File: src/rtl/stream_controller_pkg.sv
// rtl/stream_controller_pkg.sv - shared state encodings and framing helper for stream_controller
package stream_controller_pkg;

    typedef logic [1:0] state_t;

    localparam logic [1:0] IDLE  = 2'd0;
    localparam logic [1:0] FILL  = 2'd1;
    localparam logic [1:0] RUN   = 2'd2;
    localparam logic [1:0] FLUSH = 2'd3;

    // A start-of-frame marker is legal exactly at the raster origin.
    function automatic logic sof_mismatch(input logic sof, input logic at_origin);
        return sof != at_origin;
    endfunction

endpackage

File: src/rtl/raster_counter.sv
// rtl/raster_counter.sv - raster-order x/y counter with wrap at frame end
module raster_counter #(
    parameter int WIDTH   = 640,
    parameter int HEIGHT  = 480,
    parameter int COORD_W = 16
) (
    input  logic               clk,
    input  logic               reset,
    input  logic               clear,
    input  logic               inc,
    output logic [COORD_W-1:0] x,
    output logic [COORD_W-1:0] y,
    output logic               last
);

    localparam logic [COORD_W-1:0] X_MAX = COORD_W'(WIDTH - 1);
    localparam logic [COORD_W-1:0] Y_MAX = COORD_W'(HEIGHT - 1);

    assign last = (x == X_MAX) && (y == Y_MAX);

    always_ff @(posedge clk) begin
        if (reset || clear) begin
            x <= '0;
            y <= '0;
        end else if (inc) begin
            if (x == X_MAX) begin
                x <= '0;
                y <= (y == Y_MAX) ? '0 : y + COORD_W'(1);
            end else begin
                x <= x + COORD_W'(1);
            end
        end
    end

endmodule

File: src/rtl/stream_controller.sv
// rtl/stream_controller.sv - frame sequencer feeding the pixel pipeline and tracking fill latency
module stream_controller
    import stream_controller_pkg::*;
#(
    parameter int FRAME_WIDTH  = 640,
    parameter int FRAME_HEIGHT = 480,
    parameter int LATENCY      = FRAME_WIDTH + 2,
    parameter int PIXEL_SIZE   = 24,
    parameter int COORD_W      = 16
) (
    input  logic                  clk,
    input  logic                  reset,
    input  logic                  start,
    input  logic                  continuous,
    input  logic                  in_valid,
    output logic                  in_ready,
    input  logic                  in_sof,
    input  logic [PIXEL_SIZE-1:0] in_data,
    output logic                  pipe_en,
    output logic                  pipe_hsync,
    output logic                  pipe_vsync,
    output logic [PIXEL_SIZE-1:0] pipe_data,
    output logic                  out_valid,
    output logic [COORD_W-1:0]    out_x,
    output logic [COORD_W-1:0]    out_y,
    output logic                  frame_done,
    output logic [31:0]           frame_count,
    output logic                  busy,
    output logic                  sof_err
);

    localparam int BW = $clog2(LATENCY + 1);
    localparam logic [BW-1:0] LAT    = BW'(LATENCY);
    localparam logic [BW-1:0] LAT_M1 = BW'(LATENCY - 1);

    state_t                state, state_nxt;
    logic [BW-1:0]         beat_count;
    logic [BW-1:0]         flush_count;
    logic                  accept, flush_beat, beat;
    logic                  frame_clear, out_clear;
    logic [COORD_W-1:0]    in_x, in_y;
    logic                  in_last, out_last;
    logic                  at_origin;

    assign in_ready   = (state == FILL) || (state == RUN);
    assign busy       = (state != IDLE);
    assign accept     = in_valid && in_ready;
    assign flush_beat = (state == FLUSH);
    assign beat       = accept || flush_beat;
    assign at_origin  = (in_x == '0) && (in_y == '0);
    // The output raster wraps on its own after W*H results, so it only needs
    // clearing on a fresh start; clearing on a continuous re-arm would wipe the
    // coordinate of the final result still in flight.
    assign out_clear  = (state == IDLE) && start;

    always_comb begin
        state_nxt   = state;
        frame_clear = 1'b0;
        case (state)
            IDLE: begin
                if (start) begin
                    state_nxt   = FILL;
                    frame_clear = 1'b1;
                end
            end
            FILL, RUN: begin
                if (accept && in_last)
                    state_nxt = FLUSH;
                else if (state == FILL && accept && beat_count == LAT_M1)
                    state_nxt = RUN;
            end
            FLUSH: begin
                if (flush_count == LAT_M1) begin
                    if (continuous) begin
                        state_nxt   = FILL;
                        frame_clear = 1'b1;
                    end else begin
                        state_nxt = IDLE;
                    end
                end
            end
            default: state_nxt = IDLE;
        endcase
    end

    always_ff @(posedge clk) begin
        if (reset) begin
            state       <= IDLE;
            beat_count  <= '0;
            flush_count <= '0;
            pipe_en     <= 1'b0;
            pipe_hsync  <= 1'b0;
            pipe_vsync  <= 1'b0;
            pipe_data   <= '0;
            out_valid   <= 1'b0;
            frame_done  <= 1'b0;
            frame_count <= '0;
            sof_err     <= 1'b0;
        end else begin
            state      <= state_nxt;
            pipe_en    <= beat;
            pipe_hsync <= accept && (in_x == '0);
            pipe_vsync <= accept && at_origin;
            if (beat)
                pipe_data <= accept ? in_data : '0;
            out_valid  <= beat && (beat_count >= LAT);

            // The last real result leaves on the final flush beat's pipe_en.
            frame_done <= out_valid && out_last;
            if (out_valid && out_last)
                frame_count <= frame_count + 32'd1;

            if (frame_clear) begin
                beat_count  <= '0;
                flush_count <= '0;
            end else begin
                if (beat && beat_count != LAT)
                    beat_count <= beat_count + BW'(1);
                if (flush_beat)
                    flush_count <= flush_count + BW'(1);
            end

            if (state == IDLE && start)
                sof_err <= 1'b0;
            else if (accept && sof_mismatch(in_sof, at_origin))
                sof_err <= 1'b1;
        end
    end

    raster_counter #(
        .WIDTH   (FRAME_WIDTH),
        .HEIGHT  (FRAME_HEIGHT),
        .COORD_W (COORD_W)
    ) u_in_raster (
        .clk   (clk),
        .reset (reset),
        .clear (frame_clear),
        .inc   (accept),
        .x     (in_x),
        .y     (in_y),
        .last  (in_last)
    );

    raster_counter #(
        .WIDTH   (FRAME_WIDTH),
        .HEIGHT  (FRAME_HEIGHT),
        .COORD_W (COORD_W)
    ) u_out_raster (
        .clk   (clk),
        .reset (reset),
        .clear (out_clear),
        .inc   (out_valid),
        .x     (out_x),
        .y     (out_y),
        .last  (out_last)
    );

endmodule

File: config.mk
export PLATFORM = sky130hd
export DESIGN_NAME = stream_controller
export DESIGN_NICKNAME = d
export VERILOG_FILES = /design/src/rtl/stream_controller_pkg.sv /design/src/rtl/raster_counter.sv /design/src/rtl/stream_controller.sv
export SDC_FILE = /design/constraint.sdc
export NUM_CORES = 1
export LEC_CHECK = 0
export CAP_MARGIN = 5
export CELL_PAD_IN_SITES_DETAIL_PLACEMENT = 0
export CELL_PAD_IN_SITES_GLOBAL_PLACEMENT = 2
export CORE_MARGIN = 5
export CORE_UTILIZATION = 33
export CTS_CLUSTER_SIZE = 30
export DETAILED_ROUTE_END_ITERATION = 7
export PLACE_DENSITY_LB_ADDON = 0.1
export SYNTH_ARGS = -nofsm -noshare
export SYNTH_HDL_FRONTEND = slang
export SYNTH_SLANG_ARGS = --single-unit
File: constraint.sdc
create_clock -name clk -period 4.6 [get_ports clk]
set_input_delay 0.92 -clock clk [delete_from_list [all_inputs] [get_ports clk]]
set_output_delay 0.92 -clock clk [all_outputs]
set_load 0.02 [all_outputs]
After elaboration in Yosys (flattened, before gate mapping)
Index checks and enable logic that the tools add are counted.
Storage, ports and cells
  bits in registers: 148
  input port bits: 30
  word-level logic and storage cells: 80
Operators by class
  add/sub/neg operators: 7
  magnitude comparators: 1
  equal/unequal tests: 14
  muxes and demuxes: 15
  reduce and logical (&&, ||, !) cells: 28
Operators with widths (count)
  adder 16 x 1 -> 16 bit, second input constant: 4
  2-to-1 mux 16 bit: 4
  adder 32 x 1 -> 32 bit, second input constant: 1
  equality test 16 x 10 -> 1 bit, second input constant: 2
  equality test 16 x 9 -> 1 bit, second input constant: 2
  zero test 16 bit: 2
  2-to-1 mux 24 bit: 1
  adder 10 x 1 -> 10 bit, second input constant: 2
  equality test 10 bit, second input constant: 2
  logical AND 1 bit: 14
  greater-or-equal comparator 10 bit, second input constant: 1
  inequality test 10 bit, second input constant: 1
  2-to-1 mux 2 bit: 4
  one-hot mux 2 bit (3 select lines): 1
  OR reduction 2 bit: 3
  equality test 2 bit, second input constant: 2
  logical OR 1 bit: 4
  2-to-1 mux 1 bit: 4
  AND reduction 2 bit: 2
  inequality test 3 bit, second input constant: 1
  AND reduction 3 bit: 1
  equality test 2 x 1 -> 1 bit, second input constant: 1
  zero test 2 bit: 1
  inequality test 2 x 1 -> 1 bit, second input constant: 1
  other kinds (4): 4

Longest topological paths before layout
Gate-level depths: netlist of run 1.
  word-level depth: 8
  mapped depth: 10
  gate-level depth less buffers: 7

By module
From an unflattened synthesis of run 1, not the netlist that was laid out.
Second synthesis, totals
  cells, all modules: 800
  area total of the unflattened synthesis: 7070.5 µm²
Modules (own cells, without submodules)
  stream_controller: times used 1, cells an instance 408, area each 3752.3 µm², seq. area each 1681.6 µm²
  raster_counter: times used 2, cells an instance 196, area each 1659.1 µm², seq. area each 640.6 µm²

Worst setup path after synthesis of run 1
OpenSTA, ideal clock, no wires.
  path kind: register -> register
  start: register state[0]
  end: register u_in_raster.y[0]
  setup time: 128 ps
  data arrival time: 2393 ps
  data required time: 4472 ps
  slack: 2080 ps
  stages on the path, launching flop included: 11
  path buffers: 3
  period minus slack after synthesis: 2520 ps
  path through: dfxtp_1 inv_1 ha_1 nand2_1 or3_1 clkbuf_1 nor3_1 or2_2 clkbuf_1 clkbuf_1 nor2_1
On the way
  cells in the longest elaborated chain, start to end: 4
  elaborated cells between the ends (all ways): 9
  those cells by class: eq/ne (3); mux (1); reduce/logical (5)
Ends and longest elaborated chain
  from (decl): line stream_controller.sv:36  | state_t state, state_nxt;
  from (signal assigned): line stream_controller.sv:100  | state <= state_nxt;
  equality test 2 x 1 -> 1 bit or equality test 2 bit (tied branches): line stream_controller.sv:45  | assign in_ready = (state == FILL) || (state == RUN);
  logical OR 1 bit (*): line stream_controller.sv:45
  net in_ready: line stream_controller.sv:16  | output logic in_ready,
  logical AND 1 bit (*): line stream_controller.sv:47  | assign accept = in_valid && in_ready;
  AND reduction 2 bit (no line) (*)
  to (signal assigned): line raster_counter.sv:28  | y <= (y == Y_MAX) ? '0 : y + COORD_W'(1);
  to (decl): line raster_counter.sv:12  | output logic [COORD_W-1:0] y,
Mark *: on every way through the listed nets, which the timed path passes. The rest lies on a longest branch.
A chain may end at the register's enable or synchronous reset.

Worst setup path after layout of run 1
  start: register state[0]
  end: output port in_ready
On the way
  cells in the longest elaborated chain, start to end: 2
  elaborated cells between the ends (all ways): 3
  those cells by class: eq/ne (2); reduce/logical (1)
Ends and longest elaborated chain (line)
  equality test 2 x 1 -> 1 bit or equality test 2 bit (tied branches): stream_controller.sv:45
  logical OR 1 bit (*): stream_controller.sv:45
  to (decl): stream_controller.sv:16
Mark *: on every way between the ends. The rest lies on a longest branch, timed or not.

==> results list, run 1 <==
- Result of the run: finished clean
- In this run, CTS created clock tree buffers numbering 17.
- The number of gates resized after CTS was 0.
- For the pin with the worst max-slew slack, the measured transition is 0.703 ns.
- CP cell instances: inv_1, ha_1, clkdlybuf4s50_1
- Buffers placed on the I/O ports in this run total 125.
- Post-synth ARST share: 0
* Congestion Overflow GR: 0
- Of the total power, registers draw 0.409.
- In this run the static leakage power is 2.88 nW.
- H-tree levels: 4
- Total GRT Usage: 0.153
- After filler insertion, the fill cell instance count of the layout stands at 2011.
- TritonCTS built the clock tree.
- Startpoint of the tightest hold check path: sof_err$_SDFFE_PP0P_
* Count of vias placed by the detailed router: approximately 5900
- Wire length of the first global-routing pass: a little under 30000 microns
* Ports: ~130
- Total routed wirelength: approximately 18000 microns
- The sequential cells in the finished layout cover a total of 2960 sq um.
- The Yosys step of the flow raised 0 warnings.
- Setup slack on the critical path of the routed design comes to 1.64 ns.
- Setup violations remaining at the end of the flow were counted as 0.
* Diode count: 0
* Deepest clock path buffer count: 2
- Largest fanout on the critical path: 8
* Number of enable-type register cells in the synthesized netlist: 0
- Max-cap viol count: 0
- Once detail routing completed, the nets flagged for antenna violations numbered 0.
- In this run the tightest slew margin relative to its limit is 0.530.
- Reg2Reg Depth: 5
- Hold Crit Class: flip-flop to flip-flop
* Final-report hold violation count: 0
* Layout overhead on the synthesized area: 31.1%
- The analysis attributes to net switching a power of 0.00103 W.
* Setup slack of the most critical reg-to-reg path: ~1.7 ns
* Worst setup timing slack at the placement stage: 1.33 ns
- The final max-slew violation count is 0.
- After detailed routing, the number of vias per cell comes to 5.07.
- Dividing the detail-routed wire length by the instance count gives ~15 microns.
- Count of cells along the worst hold path: 2
- In this run the mean area of a mapped cell was 8.61 sq um.
* IR Drop Worst-Case VDD: 0.000245 V
- The internal portion of the total power is 0.00241 W.
* Vertical die dimension: 152 microns
* Die Area: 23100 sq um
- In this design, the stage delay of the slowest critical-path cell is 0.68 ns.
- Hold Slack: 0.454 ns
- Critical path startpoint: state[0]$_SDFFE_PP0P_
- Number of buffers added to fix hold violations after cts: 0
* Number of nets in the finished design: ~940
- Detailed-routing iteration count for the pre-antenna-repair pass: 6
- The largest individual stage delay along the critical path comes from the cell sky130_fd_sc_hd__clkdlybuf4s50_1.
- Entering global routing, the biggest net connects 38 pins.
* Startpoint of the worst register-to-register path: u_out_raster.y[10]$_SDFFE_PP0P_
- The mapped netlist covers about 6700 sq um.
- The worst setup path is captured at an output pin.
* Clk_lat worst skew: 0.42 ns
- Measured along the x axis, the die boundary spans ~150 microns.
- Of the available clock period, the critical path in the final layout requires 0.644.
- Counting every net in the synthesized netlist gives 820.
- The number of global-route vias before repair was 5764.
- Initial antenna violation count: 0
- Power spread over the standard cell area amounts to 394 nW/um^2.
- The total area inside the core boundary comes to 20000 sq um.
- Counting every sink on the clock net gives around 150.
- End of the worst register-to-register path: frame_count[31]$_SDFFE_PP0P_
* Worst Hold Endpoint: sof_err$_SDFFE_PP0P_
* HPWL Detailed: 12900 microns
- At the end of routability-driven placement, the weighted congestion stood at 0.793.
- Effective utilization at floorplan: 0.333
- Post-synth cell types: between 40 and 50
- The share of the Yosys chip area taken by registers is 0.445.
- In the synthesized netlist, the number of instances is 774.
- The root buffer cell chosen for the clock tree is sky130_fd_sc_hd__clkbuf_16.
* Share of layout cells above drive strength 1: 0.0498
* Crit path DAT: 2.04 ns
- For the worst setup path, the data required time is 3.68 ns.
- Synth Flop Type: sky130_fd_sc_hd__dfxtp_1
- The worst path needs 2.96 ns of the cycle, external delays included.
* Clock Pin Slew Worst Setup and Hold Paths: around 0.06 ns
- The floorplan has 52 rows.
- Based on the critical path, the design can be clocked at up to 338 MHz.
- Setup repair after global routing left no endpoint under its margin.
- Synthesis inferred 148 register bits.
* Startpoint class of the critical path: flip-flop
- Combinational share of power: 0.204
* Post-CTS repair timing setup buffer count: 0
- The share of total power dissipated in the clock network is 0.387.
- The multi-input combinational cells in the finished layout cover a total of 3500 sq um.
- Adding up every negative setup slack in the final design gives 0 ns.
- After detailed routing, the number of remaining DRC violations is 0.
* Violation count after the first detailed-routing iteration: around 280
* Worst Clk Skew: 0.0119 ns
- Of the total power, the share spent switching nets is 0.300.
- Setup Crit Path Kind: flip-flop to output pin
==> state kept, by name (all words and copies together), names as in the netlist <==
name / count
beat_count: 10
frame_count: 32
u_out_raster.x: 16
u_in_raster.x: 16
state: 2
u_in_raster.y: 16
u_out_raster.y: 16
frame_done: 1
pipe_hsync: 1
flush_count: 10
out_valid: 1
pipe_data: 24
sof_err: 1
pipe_vsync: 1
pipe_en: 1
==> per-layer routing <==
layer	GRT usage	wire length (microns)
met5	0	0
met4	0.0458	143
met1	0.194	8140
met3	0.0367	700
met2	0.259	8740
==> worst max-delay path: cells and delay by family, from the launching register on <==
kind	cells	cell delay (ns)
flip-flops	1	0.37
buffers and inverters	2	0.77
adder cells (fa/ha/maj)	1	0.49
==> per-stage QoR <==
step	instances	util	instance area [sq um]	power, W
2_1_floorplan	774	-	6670	0.00185
3_3_place_gp	1141	0.408	8180	0.00214
3_5_place_dp	1141	0.408	8180	0.00215
4_1_cts	1173	0.436	8740	0.00351
5_1_grt	1173	0.436	8740	0.00361
6_report	1173	0.436	8740	0.00345
==> cell usage after synthesis (all sizes together) (2+ instances only) <==
master | number | share of area
nand2b | 2 | 0.0019
xnor2 | 41 | 0.054
nand2 | 50 | 0.028
nor3 | 26 | 0.020
and3 | 20 | 0.019
mux2i | 2 | 0.0030
nor3b | 2 | 0.0023
o31ai | 12 | 0.014
or2 | 2 | 0.0019
nor4 | 16 | 0.016
o21bai | 2 | 0.0023
nor4b | 3 | 0.0039
xor2 | 32 | 0.042
nand4 | 35 | 0.033
nor2 | 102 | 0.057
dfxtp | 148 | 0.44
or4 | 17 | 0.021
or3 | 24 | 0.023
o21ai | 23 | 0.017
a211oi | 3 | 0.0034
nand3 | 42 | 0.032
clkbuf | 32 | 0.018
and4 | 7 | 0.0092
ha | 16 | 0.030
nor2b | 6 | 0.0056
a22o | 24 | 0.032
and2 | 5 | 0.0047
a21oi | 41 | 0.031
a21o | 2 | 0.0023
inv | 27 | 0.015
==> power groups by stage <==
| stage | sequential [W] | combinational [W] | clock (W) |
|---|---|---|---|
| finish | 0.00141 | 0.000703 | 0.00133 |
| global route | 0.00142 | 0.000764 | 0.00143 |
| CTS | 0.00141 | 0.000717 | 0.00138 |
| detailed placement | 0.00144 | 0.000713 | 0 |
| global placement | 0.00143 | 0.000705 | 0 |
| floorplan | 0.00150 | 0.000359 | 0 |
==> cell usage in the layout (no fill, tap or decap), drive strengths merged, types with 5 or more instances in the layout <==
cell / n
nand4: 35
buf: 5
o21ai: 23
a22o: 24
nor2b: 6
ha: 16
clkdlybuf4s50: 124
inv: 28
or4: 17
nand3: 42
clkinv: 6
or3: 24
nor2: 102
and4: 7
o31ai: 12
a21oi: 41
nor3: 26
clkbuf: 20
nand2: 50
dfxtp: 148
xor2: 32
and2: 5
xnor2: 41
nor4: 16
and3: 20
==> cell type report <==
| class | count | share of cell area |
|---|---|---|
| Sequential cell | 148 | 0.339 |
| Inverter | 27 | 0.0116 |
| Timing Repair Buffer | 129 | 0.146 |
| Clock inverter | 12 | 0.0122 |
| Clock buffer | 20 | 0.0523 |
| Multi-Input combinational cell | 567 | 0.400 |
| Tap cell | 270 | 0.0387 |
==> cell families after synthesis <==
kind of cell	synth area share
and+or+nand+nor	0.284
DFF	0.445
AOI/OAI and AO/OA	0.107
muxes	0.00469
buffers and inverters	0.0332
xor gates and xnor gates	0.0959
adders and majority gates	0.0300
==> worst max path at each step <==
stage          slack (ns)  cells past startpoint                            end
3_5_place_dp         1.33                      6  u_in_raster.y[9]$_SDFFE_PP0P_
3_3_place_gp         1.42                      6  u_in_raster.y[9]$_SDFFE_PP0P_
4_1_cts              1.61                      5   frame_count[23]$_SDFFE_PP0P_
6_report             1.64                      3                       in_ready
2_1_floorplan        2.08                     10  u_in_raster.y[0]$_SDFFE_PP0P_
5_1_grt              1.37                      5   frame_count[25]$_SDFFE_PP0P_
(Power assumes the default switching activity.)
==> run 2: changes to the inputs <==
CORE_UTILIZATION = 28   (was 33)
clock period = 2.5 ns   (was 4.6 ns; I/O delays follow)
==> run 2 against run 1 <==
Effect of this change: clock skew increased by 0.0023 ns; sequential share of layout area decreased by 1.4 points; non-clock buffer count increased by 40; register-to-register slack got worse by 1.6 ns; global-route usage decreased by 1.3 points; combinational power increased by 99%; first-iteration DRC count decreased by 10%; sequential power increased by 84%; clock-buffer cell count unchanged; utilization decreased by 4.8 points.
==> results list, run 2 (same netlist as run 1, synthesis figures left out) <==
* Result of the run: finished clean
* Crit path DAT: approximately 2.8 ns
* Slew Limit Fails: 0
- Most common cell after layout, fill and taps aside: sky130_fd_sc_hd__dfxtp_1
- Clock Pin Slew Worst Setup and Hold Paths: 0.07 ns
- The core region is 23500 sq um.
- The min-delay analysis places its worst path in the category flip-flop to flip-flop.
- Transition at the pin with the smallest max-transition slack: 0.507 ns
- Measured along the y axis, the die boundary spans 164 microns.
- Hold Slack: 0.470 ns
- 126 I/O pins were placed.
* Initial antenna violation count: 0
- Post-CTS repair timing setup buffer count: 0
- Max-cap viol count: 0
- Counting flops per register, the top entry is frame_count.
- In the routed design, unresolved DRC markers number 0.
- Before antenna repair, the detailed router went through 4 iterations.
- The worst setup path is captured at a flip-flop.
* Width of the chip: 164 microns
- Counting stages on the worst path, the most repeated cell is sky130_fd_sc_hd__or4_4.
* Setup Crit Path Kind: flip-flop to flip-flop
- Final-report hold violation count: 0
* Count of input and output buffers: 125
- Number of vias per cell after detailed routing: 4.81
- HPWL Detailed: between 10000 and 15000 microns
* Total negative slack for setup checks: 0 ns
- Leakage power: 3.11 nW
- Diode count: 0
- Total routed wirelength: 18900 microns
* Congestion Overflow GR: 0
- Clk_lat worst skew: 0.42 ns
- Layout overhead on the synthesized area: 36.8%
- Number of nets with antenna violations after routing: 0
* Max reg flops: 32
* Unrepaired setup endpoints after global routing: false
* CP cell instances: or4_4, or4_4, or4_4, or3_1, a21oi_1
- In the final layout, the registers with the most flip-flops are frame_count x32, pipe_data x24.
- TritonCTS built the clock tree.
* Power Density: 706 nW/um^2
- Wire length of the first global-routing pass: 30400 microns
* Buffer cell driving the clock tree root: sky130_fd_sc_hd__clkbuf_16
* Upper clock frequency limit: 416 MHz
- STA puts the critical path data required time at around 2.9 ns.
- Relative slew margins: 0.659
* CTS sink count: approximately 150
- Leaving out fill and tap cells, the most frequent cells in the layout are sky130_fd_sc_hd__dfxtp_1 (148), sky130_fd_sc_hd__clkdlybuf4s50_1 (123), sky130_fd_sc_hd__nor2_1 (102).
* Library cell contributing the largest single delay on the critical path: sky130_fd_sc_hd__or4_4
- In the global route stage, overall resource usage came out at 0.140.
- # setup viols final: 0
* Largest net degree at the start of global routing: 37
* IR Drop Worst-Case VDD: 0.000414 V
- The H-tree generated during clock tree synthesis spans 4 levels.
* Count of vias placed by the detailed router: between 6000 and 7000
- For this configuration, the core starts out at a cell density of 0.284.
- Highest cell delay on the worst timing path: 0.56 ns
- Share of layout cells above drive strength 1: 0.0933
* Deepest clock path buffer count: 2
- The floorplan step defined a die boundary enclosing between 20000 and 30000 sq um.
- Of all nets on the critical path, the largest fanout is 7.
* Avg WL per Cell: 15.0 microns
* Final RePlAce weighted congestion: 0.763
- Site Rows: 56
* Violation count after the first detailed-routing iteration: 248
- Worst Clk Skew: 0.0142 ns
- Startpoint class of the critical path: flip-flop
- Number of nets in the finished design: 976
- Of the available clock period, the critical path in the final layout requires 0.962.
* Number of global-route vias before repair: 5994
- TritonCTS created 17 clock buffers.
* Clock period minus worst slack: 2.41 ns
-- run 2: power breakdown --
group	internal, W	switching [W]
Combinational	0.000605	0.000796
Clock	0.00136	0.00108
Sequential	0.00250	0.0000880
Total	0.00447	0.00196
-- run 2: metal layers --
metal  part of all wire  vias up  track usage
li1                   -     3072            -
met1               0.47     2888        0.183
met2               0.48       91        0.231
met3              0.040       15       0.0291
met4              0.013        0       0.0427
met5                  0        -            0
-- run 2: path summary, 6_finish.rpt --
check	startpoint	endpoint	slack (ns)	depth (start not counted)
worst max-delay path	u_out_raster.y[10]$_SDFFE_PP0P_	frame_count[7]$_SDFFE_PP0P_	0.09	5
worst min-delay path	sof_err$_SDFFE_PP0P_	sof_err$_SDFFE_PP0P_	0.47	2
worst max register to register	u_out_raster.y[10]$_SDFFE_PP0P_	frame_count[7]$_SDFFE_PP0P_	0.09	5
worst min register to register	sof_err$_SDFFE_PP0P_	sof_err$_SDFFE_PP0P_	0.47	2
-- run 2: final cells by class --
type | count | area, sq um
timing repair buffer | 169 | 1590
tap | 319 | 399
inverter | 27 | 101
sequential | 148 | 2960
fill | 2412 | 14400
multi-input combinational | 567 | 3500
clock buffer | 20 | 467
clock inverter | 12 | 95.1
-- run 2: per-stage QoR --
stage / instances / cell area [sq um] / utilization / worst slack, ns / total power (W)
floorplan: 774 / 6670 / - / 0.0106 / 0.00342
global placement: 1230 / 8550 / 0.364 / 0.0510 / 0.00406
detailed placement: 1230 / 8550 / 0.364 / 0.0464 / 0.00407
CTS: 1262 / 9110 / 0.388 / 0.0117 / 0.00656
global route: 1262 / 9120 / 0.388 / 0.00106 / 0.00676
finish: 1262 / 9120 / 0.388 / 0.0945 / 0.00643
-- run 2: repair_timing --
item	4_1_cts	5_1_grt
setup endpoints to repair	0	8
hold buffers	0	0
gates resized for setup	0	2
-- run 2: worst max-delay path: cells and delay by family (launching register included) --
kind | cells | cell delay [ns]
simple gates | 4 | 1.89
compound gates | 1 | 0.14
flops | 1 | 0.31
==> run 3: changes to the inputs <==
CTS_CLUSTER_SIZE = 8   (was 30)
SKIP_CTS_REPAIR_TIMING = 1   (was unset)
==> results of run 3 <==
No change in the layout: final DEF, timing and power equal those of run 2.
